`config.mk`:
```
export PLATFORM = sky130hd
export DESIGN_NAME = sys_array_result_collector
export DESIGN_NICKNAME = d
export VERILOG_FILES = /design/src/rtl/sys_array_result_collector.sv
export SDC_FILE = /design/constraint.sdc
export NUM_CORES = 1
export LEC_CHECK = 0
export CAP_MARGIN = 0
export CELL_PAD_IN_SITES_DETAIL_PLACEMENT = 1
export CELL_PAD_IN_SITES_GLOBAL_PLACEMENT = 1
export CORE_ASPECT_RATIO = 0.5
export CORE_MARGIN = 4
export CORE_UTILIZATION = 46
export DETAILED_ROUTE_END_ITERATION = 10
export PLACE_DENSITY = 0.78
export SLEW_MARGIN = 15
export SYNTH_ARGS = -nofsm -noshare
export SYNTH_HDL_FRONTEND = slang
export SYNTH_SLANG_ARGS = --single-unit
```
`constraint.sdc`:
```
create_clock -name clk -period 8.2 [get_ports clk]
set_clock_uncertainty 0.1 [all_clocks]
set_input_delay 1.64 -clock clk [delete_from_list [all_inputs] [get_ports clk]]
set_output_delay 1.64 -clock clk [all_outputs]
set_load 0.005 [all_outputs]
```
`src/rtl/sys_array_result_collector.sv`:
```
// sys_array_result_collector
//
// Takes the diagonally skewed column outputs from the bottom edge of the
// systolic array and lines them back up into whole rows. It checks that every
// aligned row is consistent and queues good rows in a FIFO. It then streams
// the rows out over a valid/ready interface and counts them against the row
// total of the current job, so it can flag the final row and signal completion.
//
// Ports:
//   clk         system clock, rising edge
//   reset       synchronous active-high reset
//   mac_in      per-column signed partial sums, column 0 in the LSBs
//   active_in   per-column result-valid flags, bit 0 is column 0
//   start       job start pulse, only honoured while idle
//   row_count   number of rows in the job, captured on start
//   busy        job in progress (collecting or draining)
//   out_data    aligned result row at the FIFO head, column 0 in the LSBs
//   out_valid   out_data holds a row
//   out_ready   downstream accepts out_data
//   out_last    out_data is the final row of the job
//   done        single-cycle pulse when the job has fully drained
//   overflow    sticky: a row was lost because the FIFO was full
//   skew_err    sticky: an aligned row had only some columns active
//   fifo_level  current FIFO occupancy

module sys_array_result_collector #(
    parameter int rows_num   = 4,
    parameter int fifo_depth = 8,
    parameter int cnt_width  = 16
) (
    input  logic                          clk,
    input  logic                          reset,
    input  logic [16*rows_num-1:0]        mac_in,
    input  logic [rows_num-1:0]           active_in,
    input  logic                          start,
    input  logic [cnt_width-1:0]          row_count,
    output logic                          busy,
    output logic [16*rows_num-1:0]        out_data,
    output logic                          out_valid,
    input  logic                          out_ready,
    output logic                          out_last,
    output logic                          done,
    output logic                          overflow,
    output logic                          skew_err,
    output logic [$clog2(fifo_depth):0]   fifo_level
);

    localparam int row_w = 16 * rows_num;
    localparam int ptr_w = $clog2(fifo_depth);

    typedef enum logic [1:0] {
        IDLE,
        COLLECT,
        DRAIN
    } state_t;

    state_t state;
    state_t next_state;

    logic [row_w-1:0]    skew_data;
    logic [rows_num-1:0] skew_act;
    logic [row_w-1:0]    align_data;
    logic [rows_num-1:0] align_act;

    logic                row_full;
    logic                row_skewed;
    logic                collect_row;
    logic                last_row;
    logic                push;
    logic                pop;
    logic                fifo_full;
    logic                fifo_empty;

    logic [cnt_width-1:0] target;
    logic [cnt_width-1:0] accepted;
    logic [cnt_width-1:0] next_accepted;

    logic [row_w:0]       mem [fifo_depth];
    logic [row_w:0]       head;
    logic [ptr_w-1:0]     wr_ptr;
    logic [ptr_w-1:0]     rd_ptr;
    logic [ptr_w:0]       level;

    // Column j arrives j cycles after column 0, so it gets rows_num-1-j
    // delay stages. The last column has no stage and feeds the common
    // alignment register directly.
    for (genvar j = 0; j < rows_num; j++) begin : g_col
        localparam int depth = rows_num - 1 - j;
        if (depth == 0) begin : g_direct
            assign skew_data[16*j +: 16] = mac_in[16*j +: 16];
            assign skew_act[j]           = active_in[j];
        end else begin : g_delay
            logic [15:0]      data_pipe [depth];
            logic [depth-1:0] act_pipe;

            always_ff @(posedge clk) begin
                if (reset) begin
                    for (int k = 0; k < depth; k++) begin
                        data_pipe[k] <= '0;
                    end
                    act_pipe <= '0;
                end else begin
                    data_pipe[0] <= mac_in[16*j +: 16];
                    act_pipe[0]  <= active_in[j];
                    for (int k = 1; k < depth; k++) begin
                        data_pipe[k] <= data_pipe[k-1];
                        act_pipe[k]  <= act_pipe[k-1];
                    end
                end
            end

            assign skew_data[16*j +: 16] = data_pipe[depth-1];
            assign skew_act[j]           = act_pipe[depth-1];
        end
    end

    always_ff @(posedge clk) begin
        if (reset) begin
            align_data <= '0;
            align_act  <= '0;
        end else begin
            align_data <= skew_data;
            align_act  <= skew_act;
        end
    end

    // A partially active aligned row means the columns drifted apart. Such a
    // row is flagged and dropped instead of being stored.
    assign row_full   = &align_act;
    assign row_skewed = (|align_act) && !row_full;

    assign fifo_full  = (level == (ptr_w+1)'(fifo_depth));
    assign fifo_empty = (level == '0);
    assign pop        = out_valid && out_ready;

    assign collect_row   = (state == COLLECT) && row_full;
    assign next_accepted = accepted + cnt_width'(1);
    assign last_row      = collect_row && (next_accepted == target);

    // A full FIFO can still take a row when the head leaves in the same cycle.
    assign push = collect_row && (!fifo_full || pop);

    always_ff @(posedge clk) begin
        if (reset) begin
            state <= IDLE;
        end else begin
            state <= next_state;
        end
    end

    always_comb begin
        next_state = state;
        case (state)
            IDLE: begin
                if (start) begin
                    next_state = (row_count == '0) ? DRAIN : COLLECT;
                end
            end
            COLLECT: begin
                if (last_row) begin
                    next_state = DRAIN;
                end
            end
            DRAIN: begin
                if (fifo_empty) begin
                    next_state = IDLE;
                end
            end
            default: next_state = IDLE;
        endcase
    end

    // Done and the falling edge of busy coincide: both come from the last
    // DRAIN cycle with an empty FIFO.
    always_comb begin
        busy = 1'b0;
        done = 1'b0;
        case (state)
            COLLECT: busy = 1'b1;
            DRAIN: begin
                busy = !fifo_empty;
                done = fifo_empty;
            end
            default: begin
                busy = 1'b0;
                done = 1'b0;
            end
        endcase
    end

    // A row lost to a full FIFO still counts, so the job always terminates.
    always_ff @(posedge clk) begin
        if (reset) begin
            target   <= '0;
            accepted <= '0;
            overflow <= 1'b0;
            skew_err <= 1'b0;
        end else begin
            if ((state == IDLE) && start) begin
                target   <= row_count;
                accepted <= '0;
                overflow <= 1'b0;
                skew_err <= 1'b0;
            end
            if (collect_row) begin
                accepted <= next_accepted;
                if (fifo_full && !pop) begin
                    overflow <= 1'b1;
                end
            end
            if ((state == COLLECT) && row_skewed) begin
                skew_err <= 1'b1;
            end
        end
    end

    always_ff @(posedge clk) begin
        if (reset) begin
            wr_ptr <= '0;
            rd_ptr <= '0;
            level  <= '0;
        end else begin
            if (push) begin
                wr_ptr <= wr_ptr + ptr_w'(1);
            end
            if (pop) begin
                rd_ptr <= rd_ptr + ptr_w'(1);
            end
            case ({push, pop})
                2'b10:   level <= level + (ptr_w+1)'(1);
                2'b01:   level <= level - (ptr_w+1)'(1);
                default: level <= level;
            endcase
        end
    end

    // Storage is not reset; the outputs are gated by out_valid instead.
    always_ff @(posedge clk) begin
        if (push) begin
            mem[wr_ptr] <= {last_row, align_data};
        end
    end

    assign head       = mem[rd_ptr];
    assign out_valid  = !fifo_empty;
    assign out_data   = out_valid ? head[row_w-1:0] : '0;
    assign out_last   = out_valid && head[row_w];
    assign fifo_level = level;

endmodule

```
==> reports/qor.txt, run 1 <==
CLOCKING
----------------------------------------------------------------------------------------
CTS resizes ...............................................................            0
Post-CTS setup buffer count ...............................................            0
Clock buffers created by TritonCTS ........................................           61
Total of hold buffers inserted after clock tree synthesis .................            0
Clock slew at the register clock pins of the worst setup and hold paths ...      0.07 ns
Clock root buffer ......................................................... sky130_fd_sc_hd__clkbuf_16
Number of sinks on the clock net ..........................................          739
Clock latency on the worst-skew pair ......................................      0.62 ns
H-tree lvl count ..........................................................            2
Clock tree from TritonCTS .................................................          yes
Buffer depth of the longest clock path ....................................            3

CELLS AND AREA
----------------------------------------------------------------------------------------
Fraction of layout instances using a drive strength above 1 ...............        15.0%
Diodes inserted ...........................................................            0
Highest-count cells in the layout ignoring fill and taps .................. sky130_fd_sc_hd__edfxtp_1 (520), sky130_fd_sc_hd__dfxtp_1 (216), sky130_fd_sc_hd__nor2b_1 (174), sky130_fd_sc_hd__clkdlybuf4s50_1 (160), sky130_fd_sc_hd__mux4_2 (130)
Number of nets in the layout ..............................................         1818
Number of fill cells in the layout ........................................         5263
Non-filler instance count after layout ....................................         2540
Most common cell after layout, fill and taps aside ........................ sky130_fd_sc_hd__edfxtp_1
Layout-stage area growth over the synthesis result ........................        16.7%

YOSYS
----------------------------------------------------------------------------------------
Post-synth EDFFs ..........................................................          520
Post-Synthesis Cell Area ..................................................  27000 sq um
Nets in the synthesized netlist ...........................................         1657
Library cell with the largest summed area after synthesis ................. sky130_fd_sc_hd__edfxtp_1
Synth Instances ...........................................................         1560
Mean post-synth cell area .................................................   17.3 sq um
Share of async-settable or async-resettable flops after synthesis .........           0%
Count of state elements after synthesis ...................................          739
Synth Flop Type ........................................................... sky130_fd_sc_hd__edfxtp_1
Ranking of synthesized cells by area ...................................... sky130_fd_sc_hd__edfxtp_1 (58%), sky130_fd_sc_hd__dfxtp_1 (16%), sky130_fd_sc_hd__mux4_2 (11%), sky130_fd_sc_hd__nor2b_1 (4.0%), sky130_fd_sc_hd__mux2i_1 (2.6%)
Warnings, synthesis .......................................................            0
Number of library cell types mapped by synthesis ..........................           54
Portion of the post-synthesis area used by sequential elements ............        73.9%
Proportion of netlist area held by the largest area contributor ...........        57.7%

DETAILED ROUTING
----------------------------------------------------------------------------------------
Number of vias in the routed layout .......................................        13.6k
Post-detailed-route wirelength per cell ...................................      23.0 um
Antenna violation net count after detailed routing ........................            0
First-iteration detailed-routing DRC count ................................          932
Number of detailed-route iterations in the first pass .....................            6
Via density per instance ..................................................         5.35
Total Wirelength ..........................................................     58400 um
Number of DRC violations after detailed routing ...........................            0

WORST HOLD PATH
----------------------------------------------------------------------------------------
Hold-critical path depth ..................................................            1
Hold WC Path Type .........................................................      reg2reg
Worst hold start .......................................................... g_col[0].g_delay.data_pipe[2][0]
Terminating pin of the worst hold path .................................... align_data[0]

CRITICAL PATH
----------------------------------------------------------------------------------------
Series of cell instances along the critical path .......................... buf_12 -> mux4_2 -> mux2i_1 -> nor2_1 -> clkdlybuf4s50_1
Terminus of the critical flop-to-flop path ................................   mem[3][38]
Kind of cell adding the most delay to the critical path ................... buffers and inverters
Largest fanout on the critical path .......................................           86
Cell with the largest stage delay on the worst path ....................... sky130_fd_sc_hd__dfxtp_4
Delay of the slowest cell on the worst path ...............................      0.99 ns
Critical path data required time ..........................................      6.46 ns
CP Capture Type ...........................................................   output pin
Startpoint types ..........................................................     register
Count of buffering cells on the critical path with inverters included .....            2
Worst setup slack for register-to-register paths ..........................      4.54 ns
Worst Setup Path Type .....................................................      reg2out
Critical path arrival .....................................................      3.74 ns
Reg-to-Reg Start ..........................................................     state[1]
Length in cells of the worst reg-to-reg path ..............................            8
Crit path depth ...........................................................            5

PLACEMENT
----------------------------------------------------------------------------------------
Post-placement worst setup slack ..........................................      3.23 ns
Weighted congestion at the end of routability-driven global placement .....        0.743
Total half-perimeter wirelength after legalization and detailed placement .     32900 um
Number of buffers inserted by port buffering ..............................          161
Number of cells in the design after placement .............................         2426

DIE
----------------------------------------------------------------------------------------
Full die area .............................................................  63000 sq um
Core Area .................................................................  57800 sq um
Boundary Pins .............................................................          162
Core Rows .................................................................           62
Y dimension of the die ....................................................       179 um
Horizontal extent of the die ..............................................       351 um
Starting density of the core ..............................................        46.8%

STA
----------------------------------------------------------------------------------------
Number of slew-limit violations in the final report .......................            0
Worst hold margin .........................................................     0.328 ns
Maximum clock frequency ...................................................    0.182 GHz
Final setup TNS ...........................................................         0 ns
Final setup vio count .....................................................            0
Final hold violation count ................................................            0
Post-route minimum period .................................................      5.48 ns
Worst slew margin relative to its limit ...................................        33.3%
Final Cycle Share .........................................................        66.9%
PnR worst setup slack .....................................................      2.72 ns
Worst Max-Slew Pin Slew ...................................................     0.993 ns
Unrepaired setup endpoints after global routing ...........................        false

GRT
----------------------------------------------------------------------------------------
Total routing usage reported by global routing ............................        18.7%
Via count of the first global-routing pass ................................        14.9k
Global-route wire length before repair ....................................     90400 um
GR Overflow Total .........................................................            0
Pin count of the biggest net entering global routing ......................          121
Initial antenna violation count ...........................................            0

FLOW RUN
----------------------------------------------------------------------------------------
Maximum capacitance violations ............................................            0

RUN STATUS
----------------------------------------------------------------------------------------
Status ....................................................................    completed

POWER AND IR DROP
----------------------------------------------------------------------------------------
Power density over the cells ..............................................  273 nW/um^2
LEAKAGE ...................................................................      10.1 nW
Maximum resistive drop on vdd .............................................     0.171 mV

[layout make-up]
class                      instances  area (sq um)  area share, %
sequential                       739         20000           63.4
multi-input combinational        727          6740           21.3
timing repair buffer             184          1810           5.73
clock buffer                      88          1740           5.50
tap                              768           961           3.04
clock inverter                    26           288          0.911
inverter                           8          30.0         0.0951
[power breakdown]
part | total, W | internal (W) | switching [W] | leakage, nW
clock network | 0.00295 | 0.00164 | 0.00131 | 0.991
logic | 0.00152 | 0.000812 | 0.000710 | 2.67
registers | 0.00414 | 0.00403 | 0.000107 | 6.44
[flip-flops by register name, indices dropped and copies added (netlist names), 2 cells and up, named ones only]
| register | count |
|---|---|
| accepted | 16 |
| align_act | 4 |
| align_data | 64 |
| fifo_level | 4 |
| g_col.g_delay.act_pipe | 6 |
| g_col.g_delay.data_pipe | 96 |
| mem | 520 |
| rd_ptr | 3 |
| state | 2 |
| target | 16 |
| wr_ptr | 3 |
[synthesized netlist by cell type, drive strengths merged, types with 2 or more instances]
cell type  count
a211oi         4
a21oi         37
a22oi          3
and2           3
and3           3
and4           3
buf           28
clkbuf        58
dfxtp        219
edfxtp       520
ha             8
inv            8
mux2i         69
mux4         130
nand2         62
nand2b         8
nand3         14
nand3b         2
nand4          8
nor2         107
nor2b        174
nor3           9
nor4          16
o211ai         3
o21ai         13
or3            4
xnor2         17
xor2          12
[kinds of logic (layout without fill, tap and decap cells)]
kind of cell    Yosys count  count (layout)  synth area share [%]
flops                   739             739                  73.9
simple gates            417             417                  8.22
mux                     199             199                  13.4
buf+inv                  94             306                  1.39
compound gates           73              73                  1.70
xor+xnor                 29              29                 0.939
fa+ha+maj                 9               9                 0.444
[metal layers]
| metal | wire, um | track usage [%] | share of wire (%) | up-vias |
|---|---|---|---|---|
| met5 | 0 | 0 | 0 | - |
| met4 | 1110 | 4.17 | 1.9 | 0 |
| met3 | 2100 | 2.89 | 3.6 | 77 |
| met2 | 30500 | 33.0 | 52 | 242 |
| met1 | 24700 | 24.6 | 42 | 7094 |
| li1 | - | - | - | 6176 |
[worst max-delay path by stage]
| stage | end | slack (ns) |
|---|---|---|
| CTS | out_data[45] | 2.55 |
| global placement | mem[3][58] | 3.26 |
| global route | out_data[45] | 2.40 |
| floorplan | mem[1][0] | 0.94 |
| finish | out_data[45] | 2.72 |
| detailed placement | mem[3][35] | 3.23 |
[through the flow]
step,util [%],power (W),area (sq um)
after floorplan,-,0.00505,27100
after detailed placement,51.1,0.00577,29600
final,54.6,0.00861,31600
after CTS,54.6,0.00871,31600
after global placement,51.1,0.00574,29600
after global routing,54.6,0.00899,31600
Power figures use the tool's default switching activity.
==> inputs of run 2 (changes only) <==
CORE_UTILIZATION = 51   (was 46)
PLACE_DENSITY = 0.81   (was 0.78)
clock period = 5.4 ns   (was 8.2 ns; I/O delays follow)
==> run 2 against run 1 <==
Against the previous run:
- global-route usage is 4.5 points higher
- register-to-register slack got worse by 2.7 ns
- clock-buffer cell count decreased by 8
- critical path depth is the same
- non-clock buffer count rose by 4
- clock power rose by 55%
- core utilization grew 6.1 points
- die area is 9.5% lower
- critical path type unchanged
- highest routed layer unchanged
==> reports/qor.txt, run 2 (synthesis gave the netlist of run 1 again) <==
RUN STATUS
----------------------------------------------------------------------------------------
Status ....................................................................    completed   unchanged

CELLS AND AREA
----------------------------------------------------------------------------------------
Number of nets in the layout ..............................................         1821   was 1818
Most common cell after layout, fill and taps aside ........................ sky130_fd_sc_hd__edfxtp_1   unchanged
Flip-flop and latch area ..................................................  20000 sq um   unchanged
Max reg flops .............................................................          520   unchanged
Biggest regs .............................................................. mem (520), g_col.g_delay.data_pipe (96), align_data (64)   unchanged
Fraction of layout instances using a drive strength above 1 ...............        15.7%   was 15.0%
Area used by multi-input combinational logic ..............................   6750 sq um   was 6740 sq um
Largest register by flop count ............................................          mem   unchanged
Diodes inserted ...........................................................            0   unchanged
Non-filler instance count after layout ....................................         2477   was 2540
Highest-count cells in the layout ignoring fill and taps .................. sky130_fd_sc_hd__edfxtp_1 (520), sky130_fd_sc_hd__dfxtp_1 (216), sky130_fd_sc_hd__nor2b_1 (174), sky130_fd_sc_hd__clkdlybuf4s50_1 (160), sky130_fd_sc_hd__mux4_2 (130)   unchanged
Number of fill cells in the layout ........................................         4508   was 5263
Layout-stage area growth over the synthesis result ........................        17.2%   was 16.7%

STA
----------------------------------------------------------------------------------------
Final setup vio count .....................................................            0   unchanged
Post-route minimum period .................................................      4.46 ns
PnR worst setup slack .....................................................     0.945 ns   was 2.72 ns
Maximum clock frequency ...................................................    0.224 GHz
Final hold violation count ................................................            0   unchanged
Final Cycle Share .........................................................        82.5%
Unrepaired setup endpoints after global routing ...........................        false   unchanged
Worst Max-Slew Pin Slew ...................................................     0.944 ns   was 0.993 ns
Number of slew-limit violations in the final report .......................            0   unchanged
Worst slew margin relative to its limit ...................................        37.1%   was 33.3%
Final setup TNS ...........................................................         0 ns   unchanged

DIE
----------------------------------------------------------------------------------------
Boundary Pins .............................................................          162   unchanged
Y dimension of the die ....................................................       171 um   was 179 um
Core Area .................................................................  52200 sq um   was 57800 sq um
Core Rows .................................................................           59   was 62
Horizontal extent of the die ..............................................       334 um   was 351 um
Full die area .............................................................  57000 sq um   was 63000 sq um
Starting density of the core ..............................................        51.8%   was 46.8%

CLOCKING
----------------------------------------------------------------------------------------
Buffer depth of the longest clock path ....................................            3   unchanged
Post-CTS setup buffer count ...............................................            0   unchanged
Total of hold buffers inserted after clock tree synthesis .................            0   unchanged
Clock buffers created by TritonCTS ........................................           60   was 61
Number of sinks on the clock net ..........................................          739   unchanged
Clock tree from TritonCTS .................................................          yes   unchanged
CTS resizes ...............................................................            0   unchanged
Clock slew at the register clock pins of the worst setup and hold paths ...      0.07 ns   about the same
Clock latency on the worst-skew pair ......................................      0.62 ns   about the same
Clock root buffer ......................................................... sky130_fd_sc_hd__clkbuf_16   unchanged
H-tree lvl count ..........................................................            2   unchanged

GRT
----------------------------------------------------------------------------------------
GR Overflow Total .........................................................            0   unchanged
Total routing usage reported by global routing ............................        23.2%   was 18.7%
Global-route wire length before repair ....................................     99800 um   was 90400 um
Initial antenna violation count ...........................................            0   unchanged
Via count of the first global-routing pass ................................        15.8k   was 14.9k
Pin count of the biggest net entering global routing ......................          100   was 121

DETAILED ROUTING
----------------------------------------------------------------------------------------
Total Wirelength ..........................................................     65500 um   was 58400 um
Via density per instance ..................................................         5.72   was 5.35
Number of vias in the routed layout .......................................        14.2k   was 13.6k
Post-detailed-route wirelength per cell ...................................      26.4 um   was 23.0 um
Antenna violation net count after detailed routing ........................            0   unchanged
Number of DRC violations after detailed routing ...........................            0   unchanged
Number of detailed-route iterations in the first pass .....................            5   was 6
First-iteration detailed-routing DRC count ................................         1294   was 932

CRITICAL PATH
----------------------------------------------------------------------------------------
Delay of the slowest cell on the worst path ...............................      0.94 ns   was 0.99 ns
Cell with the largest stage delay on the worst path ....................... sky130_fd_sc_hd__dfxtp_4   unchanged
Startpoint types ..........................................................     register   unchanged
Critical path data required time ..........................................      4.22 ns   was 6.46 ns
Critical path arrival .....................................................      3.28 ns   was 3.74 ns
Worst Setup Path Type .....................................................      reg2out   unchanged
Largest fanout on the critical path .......................................           53   was 86
Series of cell instances along the critical path .......................... buf_4 -> mux4_2 -> mux2i_1 -> nor2_1 -> clkdlybuf4s50_1   was buf_12 -> mux4_2 -> mux2i_1 -> nor2_1 -> clkdlybuf4s50_1
CP Capture Type ...........................................................   output pin   unchanged

FLOW RUN
----------------------------------------------------------------------------------------
Maximum capacitance violations ............................................            0   unchanged

POWER AND IR DROP
----------------------------------------------------------------------------------------
LEAKAGE ...................................................................      10.0 nW   was 10.1 nW
Power density over the cells ..............................................  417 nW/um^2   was 273 nW/um^2
Maximum resistive drop on vdd .............................................     0.306 mV   was 0.171 mV

PLACEMENT
----------------------------------------------------------------------------------------
Weighted congestion at the end of routability-driven global placement .....        0.825   was 0.743
Number of buffers inserted by port buffering ..............................          161   unchanged
Number of cells in the design after placement .............................         2363   was 2426
Post-placement worst setup slack ..........................................      1.34 ns   was 3.23 ns
Total half-perimeter wirelength after legalization and detailed placement .     35200 um   was 32900 um

WORST HOLD PATH
----------------------------------------------------------------------------------------
Hold WC Path Type .........................................................      reg2reg   unchanged

run 2: worst max-delay path: cells and delay by family, from the launching register on:
family,cells,cell delay (ns)
multiplexers,2,0.59
buffers and inverters,2,0.96
flip-flops,1,0.94
AND/OR/NAND/NOR,1,0.11
run 2: report_power, final:
part,switching [W],internal (W)
Sequential,0.000165,0.00612
Combinational,0.00112,0.00122
Clock,0.00209,0.00249
run 2: layer usage:
layer	GRT usage, %	wire length, um	share of wire, %	vias up
li1	-	-	-	6190
met1	29.8	25700	39	7400
met2	41.6	34500	53	460
met3	3.77	3510	5.4	122
met4	6.42	1750	2.7	0
met5	0	0	0	-
run 2: through the flow:
step | hold WS, ns | cell area, sq um | utilization, % | total power (W)
after floorplan | 0.314 | 27100 | - | 0.00761
after global placement | 0.316 | 29600 | 56.8 | 0.00865
after detailed placement | 0.325 | 29600 | 56.8 | 0.00875
after CTS | 0.340 | 31700 | 60.7 | 0.0133
after global routing | 0.358 | 31700 | 60.7 | 0.0137
final | 0.336 | 31700 | 60.7 | 0.0132
run 2: path summary, 6_finish.rpt:
| path | from | end | slack [ns] | depth (start not counted) |
|---|---|---|---|---|
| setup / recovery | register | out_data[34] | 0.94 | 5 |
| hold / removal | g_col[1].g_delay.data_pipe[0][3] | g_col[1].g_delay.data_pipe[1][3] | 0.34 | 1 |
| setup reg to reg | state[1] | mem[6][58] | 1.85 | 7 |
| hold reg to reg | g_col[1].g_delay.data_pipe[0][3] | g_col[1].g_delay.data_pipe[1][3] | 0.34 | 1 |
run 2: area by class of cell:
class / instances / area share [%]
clock buffer: 80 / 5.29
clock inverter: 34 / 1.15
timing repair buffer: 188 / 6.24
sequential: 739 / 63.1
inverter: 8 / 0.0948
tap: 701 / 2.77
multi-input combinational: 727 / 21.3
